**config.mk**
```make
export PLATFORM = sky130hd
export DESIGN_NAME = traffic_input_conditioner
export DESIGN_NICKNAME = d
export VERILOG_FILES = /design/src/rtl/traffic_input_conditioner.sv
export SDC_FILE = /design/constraint.sdc
export NUM_CORES = 1
export LEC_CHECK = 0
export CORE_MARGIN = 2
export CORE_UTILIZATION = 60
export DETAILED_ROUTE_END_ITERATION = 10
export GPL_ROUTABILITY_DRIVEN = 0
export GPL_TIMING_DRIVEN = 0
export MAX_ROUTING_LAYER = met4
export PLACE_DENSITY = 0.78
export SLEW_MARGIN = 40
export SYNTH_ARGS = -nofsm -noshare
export SYNTH_HDL_FRONTEND = slang
export SYNTH_SLANG_ARGS = --single-unit
export TNS_END_PERCENT = 50
```
**constraint.sdc**
```tcl
create_clock -name clk -period 2.9 [get_ports clk]
set_input_delay 0.29 -clock clk [delete_from_list [all_inputs] [get_ports clk]]
set_output_delay 0.29 -clock clk [all_outputs]
set_load 0.03 [all_outputs]
```
**src/rtl/traffic_input_conditioner.sv**
```systemverilog
// Input front-end for the intersection controller: two-flop synchronisers,
// per-channel debounce counters, sticky pedestrian/left-turn requests with ack.
module traffic_input_conditioner #(
  parameter int DEBOUNCE_CYCLES = 1000000,
  parameter int CNT_W           = 20
) (
  input  logic clk,
  input  logic rst_n,
  input  logic emergency_raw,
  input  logic power_outage_raw,
  input  logic pedestrian_raw,
  input  logic left_turn_raw,
  input  logic ped_ack,
  input  logic left_ack,
  output logic emergency,
  output logic power_outage,
  output logic emergency_rise,
  output logic pedestrian_req,
  output logic left_turn_req
);

  localparam int NCH = 4;
  localparam int CH_EMER = 0;
  localparam int CH_PWR  = 1;
  localparam int CH_PED  = 2;
  localparam int CH_LEFT = 3;
  localparam logic [CNT_W-1:0] CNT_LAST = CNT_W'(DEBOUNCE_CYCLES - 1);

  function automatic logic mask_req(input logic pend, input logic emer, input logic pwr);
    return pend & ~emer & ~pwr;
  endfunction

  logic [NCH-1:0]   raw;
  logic [NCH-1:0]   sync_p0;
  logic [NCH-1:0]   sync_p1;
  logic [NCH-1:0]   stable_p2;
  logic [CNT_W-1:0] cnt_p2 [NCH];
  logic [NCH-1:0]   flip;
  logic [NCH-1:0]   rise;
  logic             ped_pend;
  logic             left_pend;
  logic             emer_rise_q;

  assign raw = {left_turn_raw, pedestrian_raw, power_outage_raw, emergency_raw};

  // Debounce decision: a channel flips once its synchronised input has
  // disagreed with the stable value for DEBOUNCE_CYCLES consecutive edges.
  always_comb begin
    flip = '0;
    for (int ch = 0; ch < NCH; ch++) begin
      flip[ch] = (sync_p1[ch] != stable_p2[ch]) && (cnt_p2[ch] == CNT_LAST);
    end
    rise = flip & ~stable_p2;
  end

  // Stage p0/p1: synchroniser, stage p2: debounced value and its counter
  always_ff @(posedge clk) begin
    if (!rst_n) begin
      sync_p0   <= '0;
      sync_p1   <= '0;
      stable_p2 <= '0;
      for (int ch = 0; ch < NCH; ch++) cnt_p2[ch] <= '0;
    end else begin
      sync_p0   <= raw;
      sync_p1   <= sync_p0;
      stable_p2 <= stable_p2 ^ flip;
      for (int ch = 0; ch < NCH; ch++) begin
        if (sync_p1[ch] == stable_p2[ch] || flip[ch]) cnt_p2[ch] <= '0;
        else                                          cnt_p2[ch] <= cnt_p2[ch] + 1'b1;
      end
    end
  end

  // Request latches: emergency onset beats a new set, a new set beats an ack.
  always_ff @(posedge clk) begin
    if (!rst_n) begin
      ped_pend    <= 1'b0;
      left_pend   <= 1'b0;
      emer_rise_q <= 1'b0;
    end else begin
      emer_rise_q <= rise[CH_EMER];
      if (rise[CH_EMER])     ped_pend <= 1'b0;
      else if (rise[CH_PED]) ped_pend <= 1'b1;
      else if (ped_ack)      ped_pend <= 1'b0;
      if (rise[CH_EMER])      left_pend <= 1'b0;
      else if (rise[CH_LEFT]) left_pend <= 1'b1;
      else if (left_ack)      left_pend <= 1'b0;
    end
  end

  assign emergency      = stable_p2[CH_EMER];
  assign power_outage   = stable_p2[CH_PWR];
  assign emergency_rise = emer_rise_q;
  assign pedestrian_req = mask_req(ped_pend, stable_p2[CH_EMER], stable_p2[CH_PWR]);
  assign left_turn_req  = mask_req(left_pend, stable_p2[CH_EMER], stable_p2[CH_PWR]);

endmodule
```
Word-level counts from Yosys, hierarchy flattened
Memory sizes are Yosys's and may differ from the RTL's.
Cells that the tools add are included.
{"block": "classes", "addsub": 4, "n_eq_ne": 12, "mux": 37, "bitwise_logic": 18, "reduce_logical": 11}
{"operator": "two-way mux 20 bit", "n": 8}
{"operator": "adder 20 x 1 -> 20 bit, second input constant", "n": 4}
{"operator": "== test 20 bit, second input constant", "n": 4}
{"operator": "two-way mux 1 bit", "n": 29}
{"operator": "OR 1 bit", "n": 8}
{"operator": "bitwise AND 1 bit", "n": 4}
{"operator": "bitwise AND 4 bit", "n": 1}
{"operator": "== test 1 bit", "n": 4}
{"operator": "logical AND 1 bit", "n": 4}
{"operator": "logical OR 1 bit", "n": 4}
{"operator": "!= test 1 bit", "n": 4}
{"operator": "NOT 4 bit", "n": 1}
{"operator": "nonzero test 2 bit", "n": 2}
{"operator": "XOR 4 bit", "n": 1}
{"operator": "NOT 1 bit", "n": 3}
{"operator": "OR reduction 2 bit", "n": 1}
{"block": "word_totals", "reg_bits": 15, "mem_bits_rw": 80, "input_bits": 8, "memories": 1}
{"memory": "cnt_p2", "words": 4, "width": 20, "rd": 4, "rd_clocked_by_memory_dff": 0, "write_ports": 4, "line_no": "37", "rtl": "logic [CNT_W-1:0] cnt_p2 [NCH];"}

Depth between registers and ports, before layout
Gate-level depths: netlist of run 1.
{"block": "depth", "depth_word": 8, "mapped_depth": 7}

Worst setup path after synthesis of run 1
OpenSTA, ideal clock, no wires.
{"block": "synth_path", "path_kind": "register to register", "startpoint": "memory cnt_p2[2][8]", "endpoint": "memory cnt_p2[2][10] (data pin)", "arrival_time_ns": 1.911, "required_time_ns": 2.643, "setup_slack_ns": 0.733, "stages_incl_launch_ff": 7, "n_path_buf": 2, "path_cell_list": "edfxtp_1 > buf_6 > or4b_1 > or4_4 > o211ai_2 > buf_2 > nor2_1"}
{"element": "start, declared", "line_no": "37"}

==> metrics.cfg, run 1 <==
[clocking]
htreeDepth=3
cts_tree=built
clk_latency_ns=0.36
cts_root_buffer=clkbuf_8
post-cts-setup-buffer-count=0
cts_resized=0
cts_sinks=95
numCtsBuffers=9
cts_hold_buf=0
clockBufferDepth=2
clkTransAtPathRegs_ns=0.09

[die]
core_area_mm2=0.00809
boundaryPins=13
die_w_um=94.8
die-area_mm2=0.00898
rows=33
start_util_pct=61.1
die_y_um=94.8

[synthesis]
synth-seq-cells=95
netlist_area_mm2=0.00494
synthCells=469
ys_warn_count=0
synth_cell_types=37
syn_area_per_cell_um2=10.5
yosysSeqAreaShare_pct=54.7

[place]
dp_hpwl_mm=6.31
port-buffer-count=12
dp_slack_ns=0.596
dp_cells=665

[detailed_routing]
firstDrtPassIters=4
drc=0
wl_per_cell_um=12.9
antenna_left=0
routed_wl_mm=8.77
vias=3676
routed_via_density=5.40
initialDrtViolationCount=120

[worst_setup_path]
critPathLaunchType=register
crit_path_max_fanout=10
crit_start=cnt_p2[0][2]$_SDFFCE_PN0P_
worstPathRequired_ns=3.00
timing.rr.start=cnt_p2[0][2]$_SDFFCE_PN0P_
crit_type=register to register
crit_arrival_ns=2.45
crit_path_end_kind=register

[timing]
rsz0062_at_grt=no
slew_viol_final=0
final-hold-violation-count=0
layout_min_cycle_time_ns=2.35
fmax_ghz=0.426
setup_tns_ns=0
finalClockSkew_ns=0.00808
setup_ws_ns=0.552
min_period_over_period_pct=81.0
finalSetupViolCount=0

[finish]
fin_nets=583
drive_above_1_share_pct=4.17
finish.utilization_pct=70.5
final_cell_mix=edfxtp_1, conb_1, nor2_1
diodes=0
area_growth_pct=15.5
stdcell_count=681

[status]
outcome=completed

[power_and_ir_drop]
p_leak_nw=1.97
peakVddDrop_v=0.000331
total_power_mw=2.67
power_density_mw_per_mm2=467

[job]
cap_violations=0

[hold_path]
hold_class=register to register
min-delay-start=sync_p0[3]$_SDFF_PN0_

[global_route]
grt_max_degree=17
grt_pass1_wl_mm=15.0
antenna_found_initial=0
grt.overflow.total=0
grt_pass1_vias=3391
track_usage_pct=21.7

-- cell families (layout without fill, tap and decap cells) --
logic type	count (synthesis)	after routing	share of synthesized area, %
AND/OR/NAND/NOR	221	221	24.9
flip-flops	95	95	54.7
AO/OA/AOI/OAI	62	62	7.34
XOR/XNOR	52	52	9.22
buffers and inverters	34	62	2.78
adder cells (fa/ha/maj)	4	4	1.01
other	1	80	0.0759
-- registers in the layout (all words and copies together) (netlist names), named ones only --
| register | cells |
|---|---|
| left_pend | 1 |
| emergency_rise | 1 |
| sync_p0 | 4 |
| sync_p1 | 4 |
| ped_pend | 1 |
| cnt_p2 | 80 |
-- cells in the mapped netlist --
master,instances,share of area [%]
or3b_2,1,0.18
or2_2,1,0.13
o221a_2,2,0.46
dfxtp_1,15,6.1
nor4b_1,3,0.53
o21ai_0,18,1.8
nand4b_1,2,0.35
nor4bb_1,1,0.20
nand2_1,19,1.4
or4b_1,2,0.41
nor3_1,3,0.30
nor3b_1,4,0.61
nor2_1,57,4.3
xor2_1,39,6.9
or3_1,18,2.3
nand2b_1,1,0.13
xnor2_1,13,2.3
clkbuf_1,17,1.3
nand4_1,28,3.5
edfxtp_1,80,49
nor4_1,7,0.89
inv_1,14,1.1
a21oi_1,28,2.8
buf_2,2,0.20
or4_4,1,0.23
nor2b_1,3,0.38
conb_1,1,0.076
o211ai_1,3,0.46
o211ai_2,1,0.25
buf_6,1,0.23
nand3_1,26,2.6
and2_1,16,2.0
or4_1,10,1.5
ha_1,4,1.0
o31ai_1,10,1.5
and3_1,8,1.0
and4_1,10,1.8
-- stage by stage --
stage / hold WS [ns] / cell area [um2]
6_report: 0.440 / 5710
5_1_grt: 0.479 / 5710
4_1_cts: 0.445 / 5710
3_5_place_dp: 0.419 / 5490
3_3_place_gp: 0.417 / 5490
2_1_floorplan: 0.412 / 5240
-- power by group --
part / leakage, nW / internal, mW / switching [mW]
sequential: 0.948 / 1.53 / 0.0534
clock: 0.112 / 0.489 / 0.472
combinational: 0.913 / 0.0494 / 0.0705
-- layer usage --
metal / part of all wire (%) / vias up / global-route usage, %
li1: - / 1866 / -
met1: 46 / 1739 / 28.0
met2: 49 / 56 / 34.8
met3: 2.8 / 15 / 3.19
met4: 1.9 / 0 / 8.21
met5: 0 / - / -
-- worst max-delay path, cell delays in order (launching register included) --
cell,delay (ns)
edfxtp_1,0.46
and4_1,0.21
clkbuf_1,0.34
nand4_1,0.26
o211ai_1,0.28
clkbuf_1,0.42
nor2_1,0.11
-- worst paths after layout --
check / endpoint / slack [ns] / cells past startpoint
max: cnt_p2[0][9]$_SDFFCE_PN0P_ / 0.55 / 6
max reg2reg: cnt_p2[0][9]$_SDFFCE_PN0P_ / 0.55 / 6
min: sync_p1[3]$_SDFF_PN0_ / 0.44 / 1
min reg2reg: sync_p1[3]$_SDFF_PN0_ / 0.44 / 1
-- cell type report --
class	instances	area, um2
sequential	95	2700
multi-input combinational	419	2400
fill	640	2380
tap	105	131
clock buffer	9	124
timing repair buffer	12	120
clock inverter	7	95.1
buffer	20	85.1
inverter	14	52.6
Power figures use the tool's default switching activity.
==> run 2: changes to the inputs <==
--- a/config.mk
+++ b/config.mk
@@ -6,12 +6,12 @@
 export NUM_CORES = 1
 export LEC_CHECK = 0
 export CORE_MARGIN = 2
-export CORE_UTILIZATION = 60
+export CORE_UTILIZATION = 56
 export DETAILED_ROUTE_END_ITERATION = 10
 export GPL_ROUTABILITY_DRIVEN = 0
 export GPL_TIMING_DRIVEN = 0
 export MAX_ROUTING_LAYER = met4
-export PLACE_DENSITY = 0.78
+export PLACE_DENSITY = 0.76
 export SLEW_MARGIN = 40
 export SYNTH_ARGS = -nofsm -noshare
 export SYNTH_HDL_FRONTEND = slang
==> constraint.sdc (replaced) <==
create_clock -name clk -period 2.01 [get_ports clk]
set_input_delay 0.201 -clock clk [delete_from_list [all_inputs] [get_ports clk]]
set_output_delay 0.201 -clock clk [all_outputs]
set_load 0.03 [all_outputs]
==> run 2 against run 1 <==
The flow now finishes with violations (setup timing). Design area up 2.5%. Clock skew up 0.0022 ns. Setup slack worse by 0.82 ns. Combinational power up 67%. Hold slack worse by 0.014 ns. Sequential power up 44%. First-iteration DRC count up 0.83%. Maximum frequency up 3.2%. Critical endpoint is now cnt_p2[2][17]$_SDFFCE_PN0P_. Highest routed layer unchanged.
==> metrics.cfg, run 2 (synthesis results as in run 1) <==
[die]
rows=34
core_area_mm2=0.00864
die-area_mm2=0.00959
die_y_um=97.9
die_w_um=97.9
boundaryPins=13
start_util_pct=57.2

[hold_path]
holdPathEnd=sync_p0[0]$_SDFF_PN0_
min-delay-start=emergency_raw
hold_depth=2
hold_class=input pin to register

[timing]
rsz0062_at_grt=yes
final-hold-violation-count=0
finalSetupViolCount=22
finalClockSkew_ns=0.0103
setup_tns_ns=-5.48
min_period_over_period_pct=113
layout_min_cycle_time_ns=2.27
setup_ws_ns=-0.265
slew_viol_final=0
fmax_ghz=0.440

[detailed_routing]
routed_wl_mm=9.31
drc=0
antenna_left=0
vias=3752
firstDrtPassIters=4
wl_per_cell_um=13.4
initialDrtViolationCount=121
routed_via_density=5.42

[worst_setup_path]
path_cells=or4b_4 > or4_4 > o211ai_4 > buf_6 > a21oi_1
path_buf_inv=1
worst_r2r_endpoint=cnt_p2[2][17]$_SDFFCE_PN0P_
crit_arrival_ns=2.38
worst_path_max_delay_cell=or4_4
critPathLaunchType=register
crit_type=register to register
timing.rr.start=cnt_p2[2][10]$_SDFFCE_PN0P_
crit_family=simple AND/OR/NAND/NOR gates
crit_path_end_kind=register
worstPathRequired_ns=2.12
cp_slowest_stage_delay_ns=0.59
r2r_slack_ns=-0.26
rr_worst_depth=5
crit_path_max_fanout=5

[finish]
largestRegisters=cnt_p2 x80, sync_p0 x4, sync_p1 x4
final_cell_mix=edfxtp_1, conb_1, nor2_1
fin_nets=592
finish.utilization_pct=67.7
stdcell_count=692
drive_above_1_share_pct=9.59
n_fill_cell=698
area_growth_pct=18.4
layout.area.seq_mm2=0.00270
multi_input_area_mm2=0.00245
largest_reg_flops=80
top_register=cnt_p2
diodes=0

[global_route]
grt.overflow.total=0
grt_pass1_vias=3640
track_usage_pct=21.4
grt_max_degree=15
grt_pass1_wl_mm=16.3
antenna_found_initial=0

[clocking]
cts_root_buffer=clkbuf_8
cts_sinks=95
htreeDepth=3
clk_latency_ns=0.36
numCtsBuffers=9
clkTransAtPathRegs_ns=0.09
cts_tree=built
clockBufferDepth=2

[place]
dp_cells=668
dp_slack_ns=-0.279
port-buffer-count=12
dp_hpwl_mm=6.42

[power_and_ir_drop]
power_density_mw_per_mm2=626
total_power_mw=3.66
peakVddDrop_v=0.000413
p_leak_nw=2.08

[status]
violations=setup timing
outcome=finished, violations left

[job]
cap_violations=0

run 2: metal layers:
| metal | vias to the layer above | wire, um | share of wire, % | track usage, % |
|---|---|---|---|---|
| met5 | - | 0 | 0 | - |
| met1 | 1805 | 4230 | 45 | 26.8 |
| met2 | 45 | 4680 | 50 | 35.7 |
| li1 | 1886 | - | - | - |
| met4 | 0 | 221 | 2.4 | 8.65 |
| met3 | 16 | 178 | 1.9 | 2.43 |
run 2: how the worst max path moves through the flow:
stage	startpoint	to	slack, ns	cells after the start
3_3_place_gp	cnt_p2[2][13]$_SDFFCE_PN0P_	cnt_p2[2][18]$_SDFFCE_PN0P_	-0.26	5
5_1_grt	cnt_p2[2][12]$_SDFFCE_PN0P_	cnt_p2[2][6]$_SDFFCE_PN0P_	-0.33	5
6_report	cnt_p2[2][10]$_SDFFCE_PN0P_	cnt_p2[2][17]$_SDFFCE_PN0P_	-0.26	5
3_5_place_dp	cnt_p2[2][13]$_SDFFCE_PN0P_	cnt_p2[2][19]$_SDFFCE_PN0P_	-0.28	5
2_1_floorplan	cnt_p2[2][8]$_SDFFCE_PN0P_	cnt_p2[2][18]$_SDFFCE_PN0P_	-0.13	6
4_1_cts	cnt_p2[2][10]$_SDFFCE_PN0P_	cnt_p2[2][18]$_SDFFCE_PN0P_	-0.26	5
run 2: area by class of cell:
cell class                 instances  area share, %
tap                              108           2.31
buffer                            14           1.50
inverter                          14          0.898
clock inverter                     6          0.898
clock buffer                       9           2.12
multi-input combinational        419           42.0
sequential                        95           46.2
timing repair buffer              27           4.13
run 2: through the flow:
step,cell area [um2],hold slack (ns)
2_1_floorplan,5240,0.328
3_3_place_gp,5500,0.418
3_5_place_dp,5500,0.422
4_1_cts,5770,0.417
5_1_grt,5850,0.427
6_report,5850,0.427
run 2: what timing repair did:
| item | 4_1_cts | 5_1_grt |
|---|---|---|
| gates resized for setup | 20 | 19 |
| setup buffers | 5 | 8 |
| setup endpoints to repair | 84 | 83 |
| cloned | 2 | 0 |
| pin swaps | 13 | 3 |
| hold buffers | 0 | 0 |
run 2: report_power, final:
group | internal (mW) | leakage [nW] | switching, mW
Sequential | 2.21 | 0.948 | 0.0739
Combinational | 0.0868 | 1.04 | 0.113
Clock | 0.552 | 0.0853 | 0.627
==> variant, RTL diff (settings of run 2) <==
Make the reset (`rst_n`) asynchronous in 2 clocked blocks.
--- a/src/rtl/traffic_input_conditioner.sv
+++ b/src/rtl/traffic_input_conditioner.sv
@@ -55,5 +55,5 @@
 
   // Stage p0/p1: synchroniser, stage p2: debounced value and its counter
-  always_ff @(posedge clk) begin
+  always_ff @(posedge clk or negedge rst_n) begin
     if (!rst_n) begin
       sync_p0   <= '0;
@@ -73,5 +73,5 @@
 
   // Request latches: emergency onset beats a new set, a new set beats an ack.
-  always_ff @(posedge clk) begin
+  always_ff @(posedge clk or negedge rst_n) begin
     if (!rst_n) begin
       ped_pend    <= 1'b0;
Function: same outputs for any inputs over 10 cycles, from zero or initial values and one cycle with rst_n low; that may be too few to reach the edited logic, so the function may still have changed.
==> variant against run 2 <==
The flow still finishes with violations (setup timing); combinational power shrank 17%; sequential cell count is the same; power shrank 10%; first-iteration DRC count grew 86%; worst setup slack gained 160 ps; cell area shrank 10%; area after synthesis shrank 8.6%; routed wire length shrank 5.4%; critical path type unchanged.
==> variant: results (changes against run 2) <==
Routing
  • Routed wl met2: 4413 um (-5.6%)
  • Post-Route M1 WL: 3975 um (-6.1%)
  • Routed vias: 3,433 (-8.5%)
  • 1st-iter DRT viols: 225 (+86%)

Global route
  • Routing usage on met2: 34.88% (-0.84 points)
  • Largest net degree at the start of global routing: 54 (+39)
  • M3 GR Usage: 5.377% (+2.9 points)
  • Met1 GRT Util: 27.71% (+0.90 points)

Final layout
  • Clock-cell share of area: 3.495% (+0.48 points)
  • Final-layout fill cell count: 600 (-14%)
  • Layout cells sized above 1: 16.84% (+7.2 points)
  • Fraction of area in multi-input gates: 41.42% (-0.54 points)
  • Buffering overhead: 6.348% (+0.72 points)
  • Multi-In Gates: 325 (-22%)
  • Final nets: 494 (-17%)
  • Non-clk bufs: 37 (-9.8%)
  • Sequential cell area share: 45.32% (-0.88 points)
  • Area growth syn-to-layout: 16.54%
  • Clock buffers: 11 (+2)

Timing
  • Setup ws final: -109.5 ps (+155.0 ps)
  • Setup TNS: -2076 ps (+3402 ps)
  • Post-Route Skew: 6.885 ps (-3.385 ps)
  • Setup-failing EPs final: 42 (+91%)
  • Slew of the pin with the lowest slew margin: 371.2 ps

Synthesis
  • Count of cell types in the netlist: 40 (+8.1%)
  • Xor and xnor fraction of the mapped netlist area: 9.504% (+0.29 points)
  • Mux cell area share after synthesis: 0.4988% (+0.50 points)
  • Synth area leaders: dfrtp_1 (53%), xor2_1 (5.4%), nor2_1 (4.6%), xnor2_1 (4.1%), or4_1 (3.5%)
  • Post-synth EDFFs: 0 (-100%)
  • Post-Synth Adder-Cell Area: 1.108% (+0.096 points)
  • Cells after Synth: 450 (-4.1%)
  • Post-synthesis sequential area ratio: 52.65% (-2.0 points)
  • Post-synthesis compound-gate area fraction: 8.091% (+0.75 points)
  • Asr flop ratio synth: 100.0% (+100 points)
  • Ys flop type: dfrtp_1
  • Ranking of synthesized cells by instance count: dfrtp_1 (95), nor2_1 (55), nand3_1 (30)

Place
  • Cells after DPL: 565 (-15%)
  • Post-DP HPWL: 5708 um (-11%)
  • Place WS: -344.0 ps (-64.77 ps)
  • Dpl cell area: 0.004800 mm^2 (-13%)

Worst setup path
  • CP peak stage delay: 570 ps (-20 ps)

Status
  • Violations in the final reports: setup timing
  • Status: finished, violations left

Power
  • Worst vdd ir: 0.0004441 V (+7.6%)
==> variant: worst paths after layout <==
check	cells past startpoint	slack [ps]	from	end
worst max-delay path	5	-110	cnt_p2[55]	cnt_p2[51]
worst min-delay path	1	270	emergency_raw	sync_p0[0]
worst max register to register	5	-110	cnt_p2[55]	cnt_p2[51]
worst min register to register	0	360	sync_p0[0]	sync_p1[0]
max in group asynchronous	3	1130	rst_n	cnt_p2[27]
min in group asynchronous	2	300	rst_n	cnt_p2[14]
==> variant: repair_timing <==
| item | in CTS | in global routing |
|---|---|---|
| pin swaps | 2 | 11 |
| buffers inserted | 4 | 5 |
| endpoints found under the hold margin | 42 | 0 |
| hold buffers | 1 | 0 |
| gates resized for setup | 16 | 48 |
| cloned | 0 | 2 |
| setup endpoints to repair | 87 | 68 |
==> variant: power by group <==
group | internal (mW) | total (mW) | switching, mW
Clock | 0.512 | 1.16 | 0.651
Sequential | 1.94 | 1.96 | 0.0237
Combinational | 0.0665 | 0.167 | 0.100
